<file path="src/rtl/div_arbiter.sv">
// div_arbiter: two-port round-robin front end and start/ready sequencer for the shared 32-cycle divider.
// Optional `define DIV_ARB_ZERO_BYPASS_EN answers zero-divisor requests directly, without the divider.
module div_arbiter #(
  parameter logic [31:0] ZERO_QUOT = 32'hFFFF_FFFF
) (
  input  logic        clk,
  input  logic        rst_n,
  input  logic        req0_valid,
  output logic        req0_ready,
  input  logic [31:0] req0_dividend,
  input  logic [31:0] req0_divisor,
  input  logic        req1_valid,
  output logic        req1_ready,
  input  logic [31:0] req1_dividend,
  input  logic [31:0] req1_divisor,
  output logic        resp_valid,
  input  logic        resp_ready,
  output logic        resp_id,
  output logic [31:0] resp_quot,
  output logic [31:0] resp_rem,
  output logic        resp_dz,
  output logic        div_start,
  output logic [31:0] div_a,
  output logic [31:0] div_b,
  input  logic [63:0] div_rem_quot,
  input  logic        div_ready
);

  typedef enum logic [1:0] {S_IDLE, S_LAUNCH, S_WAIT, S_RESP} state_t;

  state_t      state_q, state_d;
  logic        last_q, last_d;
  logic        id_q, id_d;
  logic [31:0] dividend_q, dividend_d;
  logic [31:0] divisor_q, divisor_d;
  logic [31:0] quot_q, quot_d;
  logic [31:0] rem_q, rem_d;
  logic        grant;
  logic        accept;
  logic [31:0] sel_dividend, sel_divisor;
`ifdef DIV_ARB_ZERO_BYPASS_EN
  logic        dz_q, dz_d;
`else
  logic        unused_zero_quot;
  assign unused_zero_quot = ^ZERO_QUOT;
`endif

  // With both requesting, the one not granted last wins; last_q resets to 1 so requester 0 goes first.
  assign grant        = (req0_valid && req1_valid) ? ~last_q : req1_valid;
  assign sel_dividend = grant ? req1_dividend : req0_dividend;
  assign sel_divisor  = grant ? req1_divisor  : req0_divisor;

  always_comb begin
    // NOTE: every signal written here gets a default first, so no path through the case infers a latch.
    state_d    = state_q;
    last_d     = last_q;
    id_d       = id_q;
    dividend_d = dividend_q;
    divisor_d  = divisor_q;
    quot_d     = quot_q;
    rem_d      = rem_q;
`ifdef DIV_ARB_ZERO_BYPASS_EN
    dz_d       = dz_q;
`endif
    req0_ready = 1'b0;
    req1_ready = 1'b0;
    div_start  = 1'b0;
    resp_valid = 1'b0;
    accept     = 1'b0;
    case (state_q)
      S_IDLE: begin
        // Gated by rst_n so nothing appears accepted while reset is held.
        req0_ready = rst_n && req0_valid && !grant;
        req1_ready = rst_n && req1_valid && grant;
        accept     = req0_ready || req1_ready;
        if (accept) begin
          dividend_d = sel_dividend;
          divisor_d  = sel_divisor;
          id_d       = grant;
          last_d     = grant;
          state_d    = S_LAUNCH;
`ifdef DIV_ARB_ZERO_BYPASS_EN
          if (sel_divisor == 32'd0) begin
            quot_d  = ZERO_QUOT;
            rem_d   = sel_dividend;
            dz_d    = 1'b1;
            state_d = S_RESP;
          end
`endif
        end
      end
      S_LAUNCH: begin
        div_start = 1'b1;
        state_d   = S_WAIT;
      end
      S_WAIT: begin
        // The divider clears done on the start edge, so div_ready here always belongs to this operation.
        if (div_ready) begin
          quot_d  = div_rem_quot[31:0];
          rem_d   = div_rem_quot[63:32];
`ifdef DIV_ARB_ZERO_BYPASS_EN
          dz_d    = 1'b0;
`endif
          state_d = S_RESP;
        end
      end
      S_RESP: begin
        resp_valid = 1'b1;
        if (resp_ready) state_d = S_IDLE;
      end
      default: state_d = S_IDLE;
    endcase
  end

  // NOTE: reset is synchronous, so it only takes effect on a rising edge like any other input.
  always_ff @(posedge clk) begin
    if (!rst_n) begin
      state_q    <= S_IDLE;
      last_q     <= 1'b1;
      id_q       <= 1'b0;
      dividend_q <= '0;
      divisor_q  <= '0;
      quot_q     <= '0;
      rem_q      <= '0;
    end else begin
      state_q    <= state_d;
      last_q     <= last_d;
      id_q       <= id_d;
      dividend_q <= dividend_d;
      divisor_q  <= divisor_d;
      quot_q     <= quot_d;
      rem_q      <= rem_d;
    end
  end

`ifdef DIV_ARB_ZERO_BYPASS_EN
  always_ff @(posedge clk) begin
    if (!rst_n) dz_q <= 1'b0;
    else        dz_q <= dz_d;
  end
  assign resp_dz = dz_q;
`else
  assign resp_dz = 1'b0;
`endif

  assign resp_id   = id_q;
  assign resp_quot = quot_q;
  assign resp_rem  = rem_q;
  assign div_a     = divisor_q;
  assign div_b     = dividend_q;

endmodule

</file>
<file path="config.mk">
export PLATFORM = sky130hd
export DESIGN_NAME = div_arbiter
export DESIGN_NICKNAME = d
export VERILOG_FILES = /design/src/rtl/div_arbiter.sv
export SDC_FILE = /design/constraint.sdc
export NUM_CORES = 1
export LEC_CHECK = 0
export BUFFER_PORTS_ARGS = -buffer_cell sky130_fd_sc_hd__buf_2
export CAP_MARGIN = 20
export CORE_ASPECT_RATIO = 0.6
export CORE_MARGIN = 2
export CORE_UTILIZATION = 30
export CTS_BUF_LIST = sky130_fd_sc_hd__clkbuf_4
export DETAILED_ROUTE_END_ITERATION = 12
export GPL_TIMING_DRIVEN = 1
export MAX_ROUTING_LAYER = met4
export SYNTH_ARGS = -nofsm -noshare
export SYNTH_HDL_FRONTEND = slang
export SYNTH_SLANG_ARGS = --single-unit
</file>
<file path="constraint.sdc">
create_clock -name clk -period 1.3 [get_ports clk]
set_input_delay 0.13 -clock clk [delete_from_list [all_inputs] [get_ports clk]]
set_output_delay 0.13 -clock clk [all_outputs]
set_load 0.02 [all_outputs]
</file>
==> metrics.md <==
| Metric | Value |
|---|---|
| Synthesized Nets | `between 800 and 900` |
| Antenna violations before repair | `3` |
| RSZ-0062 raised after global routing | `true` |
| Cell Rows | `37` |
| Crit-path cells | `inv_2 > ha_4 > buf_6 > buf_4 > and3_4 > buf_6` |
| Final hold violation count | `0` |
| IO buf count | `330` |
| Mapped Cells | `668` |
| DR WL met3 | `1820 um` |
| CP Data Required Time | `1.17 ns` |
| Cell mode on critical path | `buf_6` |
| WS Path Type | `reg2out` |
| WL met1 | `10100 um` |
| Die width | `about 180 um` |
| DRT Pass-1 Iters | `5` |
| Post-Syn Area | `5320 sq um` |
| CP Max Fanout | `4` |
| Clk sinks | `132` |
| GP Congestion | `0.831` |
| Drt wl/cell | `approximately 17 um` |
| Power, Total | `15.6 mW` |
| Dpl cell area | `7360 sq um` |
| Crit-path max cell delay | `0.36 ns` |
| Chip height | `about 110 um` |
| Max cap viols | `0` |
| DPL Wire Length | `~13000 um` |
| H-tree Lvls | `4` |
| F_max | `0.578 GHz` |
| Design area | `10800 sq um` |
| Worst hold path type | `in2reg` |
| Worst-case clock skew | `between 0.01 and 0.015 ns` |
| Leakage power | `5.00 nW` |
| DR iter-0 viols | `368` |
| Final WL | `roughly 24000 um` |
| Gr usage total | `0.257` |
| # DRC | `0` |
| Sw Pwr | `5.82 mW` |
| Pin count of the biggest net entering global routing | `54` |
| Flop pwr share | `0.330` |
| Filler cell count | `1355` |
| Ys Warns | `0` |
| Arr. time, crit path | `1.60 ns` |
| Via count | `between 7000 and 8000` |
| Status | `finished, violations left` |
| Worst-Skew Late Latency | `~0.51 ns` |
| Core ar. | `17300 sq um` |
| Clock buffer count from CTS | `17` |
| Avg Cell Area, Syn | `7.97 sq um` |
| Clk slew on worst S/H paths | `0.14 ns` |
| Vias per cell | `4.82` |
| CP endpoint kind | `primary output` |
| Top Metal Used | `met4` |
| Final worst setup slack | `-0.431 ns` |
| Worst setup SP type | `register` |
| Failing checks | `negative setup slack` |
| Register bit total from synthesis | `roughly 130` |
| Sequential fraction of the synthesis area | `0.497` |
| Hold Slack | `0.0895 ns` |
| Sw frac | `0.372` |
| Pwr dens | `1450 nW/um^2` |
| Internal power | `slightly below 10 mW` |
| Endpoints failing setup | `~140` |
| Max-slew violations | `0` |
| Die Area | `18900 sq um` |
| Root buffer cell | `clkbuf_4` |
| Power share of the clock group | `0.210` |
| First-pass GRT wire length | `37000 um` |
| VDD IR max | `roughly 0.65 mV` |
| Final Net Count | `about 1400` |
| Antenna viol nets, final | `0` |
| FF/Latch Area | `2650 sq um` |
| Footprint of the multi-input gates | `around 2800 sq um` |
| CTS tree | `built` |
| Minimum clock period | `1.73 ns` |
| Overflow left after global routing | `0` |
| Clock buffer depth | `2` |
| Share of cells above drive strength 1 | `0.436` |
| Area growth, synth to finish | `103%` |
| Gate power share | `0.460` |
| Initial Util | `0.308` |
| Met2 WL | `11700 um` |
| Fin crit share | `1.33` |
| Slowest stage cell, crit path | `dfxtp_2` |
| Number of distinct library cells after synthesis | `27` |
| I/O pin count | `between 300 and 400` |
| Vias in the first global route | `roughly 7300` |
## metal layers
metal / GRT usage / vias to the layer above
li1: - / 3371
met1: 0.305 / 3298
met2: 0.429 / 361
met3: 0.0564 / 66
met4: 0.101 / 0
met5: - / -
## worst paths after layout
kind | start | to | slack (ns) | cells after the start
worst max register to register | state_q[1]$_SDFFE_PN0P_ | state_q[0]$_SDFFE_PN0P_ | -0.26 | 6
worst min register to register | resp_quot[8]$_SDFFE_PN0P_ | resp_quot[8]$_SDFFE_PN0P_ | 0.45 | 2
worst min-delay path | rst_n | resp_quot[2]$_SDFFE_PN0P_ | 0.09 | 3
worst max-delay path | state_q[0]$_SDFFE_PN0P_ | req1_ready | -0.43 | 6
## final cells by class
cell class              instances  area share
diodes                          3    0.000695
well taps                     234      0.0271
clock buffers                  17      0.0118
repair buffers                593       0.440
flip-flops and latches        132       0.245
clock inverters                14      0.0186
inverters                       4     0.00139
multi-input cells             475       0.256
## stage by stage
| stage | setup slack (ns) | setup TNS, ns | util | std cells |
|---|---|---|---|---|
| 3_3_place_gp | -0.0870 | -4.07 | 0.426 | 1204 |
| 5_1_grt | -0.521 | -30.76 | 0.626 | 1472 |
| 2_1_floorplan | -0.0249 | -1.06 | - | 668 |
| 3_5_place_dp | -0.122 | -6.04 | 0.426 | 1204 |
| 4_1_cts | -0.468 | -26.37 | 0.619 | 1471 |
| 6_report | -0.431 | -24.77 | 0.626 | 1472 |
## registers in the layout (all words and copies together), names as in the netlist
signal,count
div_a,32
div_b,32
last_q,1
resp_id,1
resp_quot,32
resp_rem,32
state_q,2
## kinds of logic after synthesis
kind of cell / Yosys count / share of synthesized area
simple gates: 268 / 0.191
compound gates: 199 / 0.237
flops: 132 / 0.497
buf+inv: 61 / 0.0588
fa+ha+maj: 5 / 0.0118
mux: 2 / 0.00376
other cells: 1 / 0.000705
## critical path: cells and delay by family, from the launching register on
kind | cells | cell delay, ns
AND/OR/NAND/NOR | 1 | 0.14
buffers and inverters | 4 | 0.44
adder cells (fa/ha/maj) | 1 | 0.16
flip-flops | 1 | 0.36
## cell usage after synthesis (all sizes together)
master  number  area share
nor3b        1      0.0014
nor2         1     0.00070
inv          4      0.0028
o211a        1      0.0019
and3         1      0.0012
a21boi      65       0.092
a22oi        1      0.0014
o21ai       65       0.061
and2         1      0.0012
a21bo        1      0.0019
a31oi       64       0.075
nor2b        1      0.0012
clkbuf      16       0.011
a222oi       1      0.0019
nand2      263        0.19
o211ai       1      0.0014
ha           5       0.012
dfxtp      132        0.50
conb         1     0.00070
mux2i        2      0.0038
buf         41       0.045
## placed cells by master, fill, tap and decap left out, drive strengths merged, types with 4 or more instances in the layout
cell type      n
a21boi        65
a31oi         64
buf          395
bufinv         4
clkbuf        19
clkinv         4
dfxtp        132
dlygate4sd3  194
ha             5
inv            9
nand2        263
o21ai         65
## timing repair
action                     CTS  global route
pin swaps                   71            26
hold endpoints to repair   131             0
setup endpoints to repair  116           137
gates cloned                16             2
hold buffers               194             0
setup buffers               26             7
resized for setup          105            49
## power groups by stage
stage	clock [mW]	sequential [mW]	combinational, mW
global placement	0	5.20	4.62
floorplan	0	5.99	2.03
CTS	3.38	5.12	7.02
finish	3.28	5.16	7.20
detailed placement	0	5.19	4.66
global route	3.52	5.22	7.65
Note: power is estimated with default switching activity, not from simulation.
